==> src/rtl/dsm_sample_pacer.sv <==
// dsm_sample_pacer: rate-matching sample FIFO that releases one sample every OSR clocks to dsm_dac
//
// Optional feature macro: DSM_PACER_UNDERRUN_CNT_EN adds a saturating underrun counter port.
//
// Ports:
//   clk          system clock, rising edge
//   rst_n        synchronous active-low reset
//   enable       pacing enable; low clears the pace counter and holds sample_out
//   s_valid      producer has a sample
//   s_ready      block can accept (not full, not in reset)
//   s_data       producer sample, unsigned offset-binary
//   sample_out   held sample feeding dsm_dac.dsm_in
//   sample_tick  one-cycle pulse: sample_out was just loaded from the FIFO
//   underrun     one-cycle pulse: a release slot found the FIFO empty
//   fill         current FIFO occupancy, 0..FIFO_DEPTH
//   underrun_cnt saturating count of underrun pulses (macro builds only)
module dsm_sample_pacer #(
    parameter int DATA_W     = 8,
    parameter int OSR        = 100,
    parameter int FIFO_DEPTH = 8
) (
    input  logic                          clk,
    input  logic                          rst_n,
    input  logic                          enable,
    input  logic                          s_valid,
    output logic                          s_ready,
    input  logic [DATA_W-1:0]             s_data,
    output logic [DATA_W-1:0]             sample_out,
    output logic                          sample_tick,
    output logic                          underrun,
`ifdef DSM_PACER_UNDERRUN_CNT_EN
    output logic [15:0]                   underrun_cnt,
`endif
    output logic [$clog2(FIFO_DEPTH):0]   fill
);
    localparam int AW = $clog2(FIFO_DEPTH);
    localparam int FW = AW + 1;
    localparam int CW = $clog2(OSR);

    logic [DATA_W-1:0] mem [FIFO_DEPTH];
    logic [AW-1:0]     wr_ptr;
    logic [AW-1:0]     rd_ptr;
    logic [CW-1:0]     cnt;
    logic              push;
    logic              pop;
    logic              slot;
    logic              empty;

    // Readiness is judged on registered occupancy only, so a full FIFO
    // refuses a push even when a pop lands in the same cycle.
    assign s_ready = rst_n && (fill != FW'(FIFO_DEPTH));
    assign push    = s_valid && s_ready;
    assign slot    = enable && (cnt == CW'(OSR - 1));
    assign empty   = (fill == '0);
    // Registered fill excludes this cycle's push: no bypass into a slot.
    assign pop     = slot && !empty;

    always_ff @(posedge clk) begin
        if (push) mem[wr_ptr] <= s_data;
    end

    always_ff @(posedge clk) begin
        if (!rst_n) begin
            wr_ptr      <= '0;
            rd_ptr      <= '0;
            fill        <= '0;
            cnt         <= '0;
            sample_out  <= {1'b1, {(DATA_W-1){1'b0}}};
            sample_tick <= 1'b0;
            underrun    <= 1'b0;
        end else begin
            wr_ptr      <= push ? wr_ptr + 1'b1 : wr_ptr;
            rd_ptr      <= pop ? rd_ptr + 1'b1 : rd_ptr;
            fill        <= fill + FW'(push) - FW'(pop);
            cnt         <= (!enable || slot) ? '0 : cnt + 1'b1;
            sample_out  <= pop ? mem[rd_ptr] : sample_out;
            sample_tick <= pop;
            underrun    <= slot && empty;
        end
    end

`ifdef DSM_PACER_UNDERRUN_CNT_EN
    // Updated on the same edge that raises underrun, so the new count is
    // visible in the pulse cycle.
    always_ff @(posedge clk) begin
        if (!rst_n) underrun_cnt <= '0;
        else if (slot && empty && underrun_cnt != 16'hffff) underrun_cnt <= underrun_cnt + 1'b1;
    end
`endif
endmodule
==> config.mk <==
export PLATFORM = sky130hd
export DESIGN_NAME = dsm_sample_pacer
export DESIGN_NICKNAME = d
export VERILOG_FILES = /design/src/rtl/dsm_sample_pacer.sv
export SDC_FILE = /design/constraint.sdc
export NUM_CORES = 1
export LEC_CHECK = 0
export ABC_CLOCK_PERIOD_IN_PS = 5500
export CORE_AREA = 2 2 80 82
export DETAILED_ROUTE_END_ITERATION = 8
export DIE_AREA = 0 0 82 84
export PLACE_DENSITY = 0.91
export SKIP_LAST_GASP = 1
export SLEW_MARGIN = 5
export SYNTH_ARGS = -nofsm -noshare
export SYNTH_HDL_FRONTEND = slang
export SYNTH_SLANG_ARGS = --single-unit
==> constraint.sdc <==
create_clock -name clk -period 5.5 [get_ports clk]
set_input_delay 1.1 -clock clk [delete_from_list [all_inputs] [get_ports clk]]
set_output_delay 1.1 -clock clk [all_outputs]
set_load 0.02 [all_outputs]
==> implementation parameters <==
Parameter                              Value

Clock network
  Root buffer selected by CTS ... sky130_fd_sc_hd__clkbuf_8
  Number of hold-repair buffers added at the cts stage ... 0
  TritonCTS clock tree ... yes
  Resized cells post-CTS ... 0
  TritonCTS sink count ... 91
  Number of buffers on the longest clock path ... 2
  Post-CTS repair timing setup buffer count ... 0
  Skew-Pair Late Insertion Delay ... 0.36 ns
  Clock edge transition at the registers on the reported setup and hold paths ... 0.08 ns
  CTS H-tree depth ... 3
  Number of clock buffers inserted by TritonCTS ... 9

Worst setup path
  Worst setup path class ... primary input to primary output
  Most common cell type on the critical path ... sky130_fd_sc_hd__clkdlybuf4s50_1
  Start point of the critical path ... rst_n
  Endpoint required time on the critical path ... 4.40 ns
  Reg-to-reg startpoint ... fill[2]
  Critical path buffers and inverters ... 2
  Worst path slowest cell ... sky130_fd_sc_hd__clkdlybuf4s50_1
  Top Family by Delay on Critical Path ... buffers and inverters
  Data arrival time at the worst-slack endpoint ... 3.05 ns
  Crit path largest cell delay ... 0.97 ns
  CP Launch Type ... primary input
  Worst setup EP type ... primary output
  Maximum fanout count along the critical path ... 24
  Crit path cell chain ... clkdlybuf4s50_1 > a21boi_0 > clkdlybuf4s50_1

Placement
  Number of buffer cells added on primary ports ... 26
  Placer's final routability congestion estimate ... 0.714
  Post-place setup slack ... 1.37 ns
  Detailed placement HPWL ... 3970 um

Timing
  Worst Slack Setup Final ... 1.35 ns
  Post-route clock skew ... 0.00786 ns
  Unrepaired setup endpoints after global routing ... false
  Worst slew pin tran ... 1.09 ns
  Max-slew violation count ... 0
  Setup TNS ... 0 ns
  Period utilization ... 75.5%
  Final count of hold timing violations ... 0
  Relative max-transition margin ... 26.9%
  Final critical path time including I/O delays and setup ... 4.15 ns
  Final setup viols ... 0
  Achievable clock frequency ... 241 MHz

Drt
  First DRT Iteration DRCs ... 219
  Post-detailed-route wirelength per cell ... 18.6 um
  Remaining DRCs ... 0
  Count of vias placed by the detailed router ... 1,961
  Total wirelength of the detailed-routed design ... 6300 um
  First drt pass iteration count ... 4
  Antenna viol nets, final ... 0
  Via/cell ratio ... 5.80

Pwr
  Share of total power in combinational logic ... 8.9%
  Leakage ... 1.39 nW
  Share of power burned in registers ... 57.3%
  Cell-internal power ... 1.03 mW
  Peak VDD IR ... 0.000208 V
  NetSw ... 314 uW
  Net switching share of the total power ... 23.5%
  Clk network pwr share ... 33.8%
  Ratio of total power to cell area ... 320 nW/um^2

Yosys
  Number of enable-type register cells in the synthesized netlist ... 64
  Flop and latch count out of synthesis ... 91
  Post-synthesis cell area ... 3650 sq um
  Largest area contributor in the synthesized netlist ... sky130_fd_sc_hd__edfxtp_1
  Gate Count Post-Synth ... 223
  Sequential fraction of the synthesis area ... 67.4%
  Fraction of post-synthesis cell area in the top cell type by area ... 52.6%
  Top cell types by occurrence after synthesis ... 64 x sky130_fd_sc_hd__edfxtp_1, 27 x sky130_fd_sc_hd__dfxtp_1, 13 x sky130_fd_sc_hd__nor2_1
  Warnings, synthesis ... 0
  Most used standard cell by instance count after synthesis ... sky130_fd_sc_hd__edfxtp_1
  Post-Synthesis Mean Instance Area ... 16.4 sq um
  Synthesized Nets ... 245
  Synth Flop Type ... sky130_fd_sc_hd__edfxtp_1
  FFs w/ async S/R, synth ... 0%
  Synth top area cells ... sky130_fd_sc_hd__edfxtp_1 53%, sky130_fd_sc_hd__dfxtp_1 15%, sky130_fd_sc_hd__mux4_2 5.5%
  Distinct cell type count of the synthesized netlist ... 38

Global route
  Global-route wire length before repair ... 9760 um
  Overall global routing resource usage ... 20.0%
  Largest net degree at the start of global routing ... 25
  Antenna violations before repair ... 0
  Total global routing overflow ... 0
  Via count of the first global-routing pass ... 1,878

Die
  Effective utilization at floorplan ... 60.0%
  Cell row count ... 29
  Die width ... 82 um
  Vertical die dimension ... 84 um
  Standard cell core area ... 6100 sq um
  I/O pin count ... 27
  Overall die area ... 6890 sq um

Layout
  Area grow syn2layout ... 14.4%
  Final net count ... 278
  Fraction of final layout cells with drive strength greater than 1 ... 11.9%
  Diodes inserted ... 0

Hold path
  Critical hold path startpoint ... cnt[0]
  Class of the most critical hold timing path ... flop to flop

Flow run
  Number of maximum-capacitance violations ... 0

Status
  Run status ... complete, no violations
[metrics by stage]
stage	area (sq um)	hold WS, ns	utilization, %	power (mW)	cells
global route	4180	0.476	68.6	1.39	338
finish	4180	0.454	68.6	1.34	338
floorplan	3650	0.413	-	0.853	223
detailed placement	3980	0.441	65.3	0.902	322
CTS	4180	0.454	68.6	1.35	338
global placement	3980	0.423	65.3	0.895	322
[cell families after synthesis]
| family | count (synthesis) | synth area share (%) |
|---|---|---|
| adders and majority gates | 10 | 3.63 |
| and+or+nand+nor | 47 | 6.81 |
| xor gates and xnor gates | 9 | 2.16 |
| DFF | 91 | 67.4 |
| AOI/OAI and AO/OA | 22 | 3.90 |
| buffers and inverters | 18 | 2.81 |
| muxes | 26 | 13.3 |
[cell type report]
| class | instances | area, sq um |
|---|---|---|
| repair buffers | 31 | 298 |
| well taps | 77 | 96.3 |
| multi-input cells | 114 | 1090 |
| flip-flops and latches | 91 | 2460 |
| fillers | 411 | 1910 |
| inverters | 9 | 33.8 |
| clock inverters | 6 | 73.8 |
| clock buffers | 10 | 128 |
[flip-flops by register name, indices dropped and copies added, names as in the netlist]
signal	count
cnt	7
fill	4
mem	64
rd_ptr	3
sample_out	8
sample_tick	1
underrun	1
wr_ptr	3
[layer usage]
| layer | vias to the layer above | share of wire [%] | track usage, % |
|---|---|---|---|
| met5 | - | 0 | 0 |
| met4 | 0 | 2.7 | 9.85 |
| met3 | 14 | 5.7 | 4.00 |
| met2 | 64 | 50 | 32.1 |
| met1 | 971 | 42 | 25.9 |
| li1 | 912 | - | - |
[worst reg2reg max path, stage by stage, from the launching register on]
cell and delay [ns]:
sky130_fd_sc_hd__dfxtp_1 0.34, sky130_fd_sc_hd__inv_1 0.08, sky130_fd_sc_hd__ha_1 0.22, sky130_fd_sc_hd__nor3b_2 0.17
sky130_fd_sc_hd__and4bb_1 0.73, sky130_fd_sc_hd__ha_1 0.28, sky130_fd_sc_hd__inv_1 0.07, sky130_fd_sc_hd__ha_1 0.27
sky130_fd_sc_hd__a21o_1 0.16, sky130_fd_sc_hd__a21oi_1 0.16, sky130_fd_sc_hd__xor2_1 0.08, sky130_fd_sc_hd__and2_1 0.15
[power groups by stage]
stage	logic [mW]	registers, mW	clock network [mW]
2_1_floorplan	0.0649	0.788	0
3_3_place_gp	0.114	0.782	0
3_5_place_dp	0.119	0.784	0
4_1_cts	0.120	0.768	0.461
5_1_grt	0.131	0.770	0.485
6_report	0.120	0.767	0.453
[placed cells by master (no fill, tap or decap), drive strengths merged, types with 2 or more instances in the layout]
master,instances
dfxtp,27
xor2,5
clkdlybuf4s50,26
and2,6
nor3,6
mux2i,10
clkbuf,10
nand2,6
o21ai,8
mux4,16
edfxtp,64
nand3,5
nand2b,3
inv,11
buf,5
ha,9
nor2,13
clkinvlp,2
xnor2,4
nor3b,2
a21oi,8
[path summary, 6_finish.rpt]
path / endpoint / slack (ns) / cells past startpoint
worst max-delay path: s_ready / 1.35 / 3
worst min-delay path: cnt[0] / 0.45 / 1
worst max register to register: fill[3] / 2.69 / 11
worst min register to register: cnt[0] / 0.45 / 1
(Power assumes the default switching activity.)
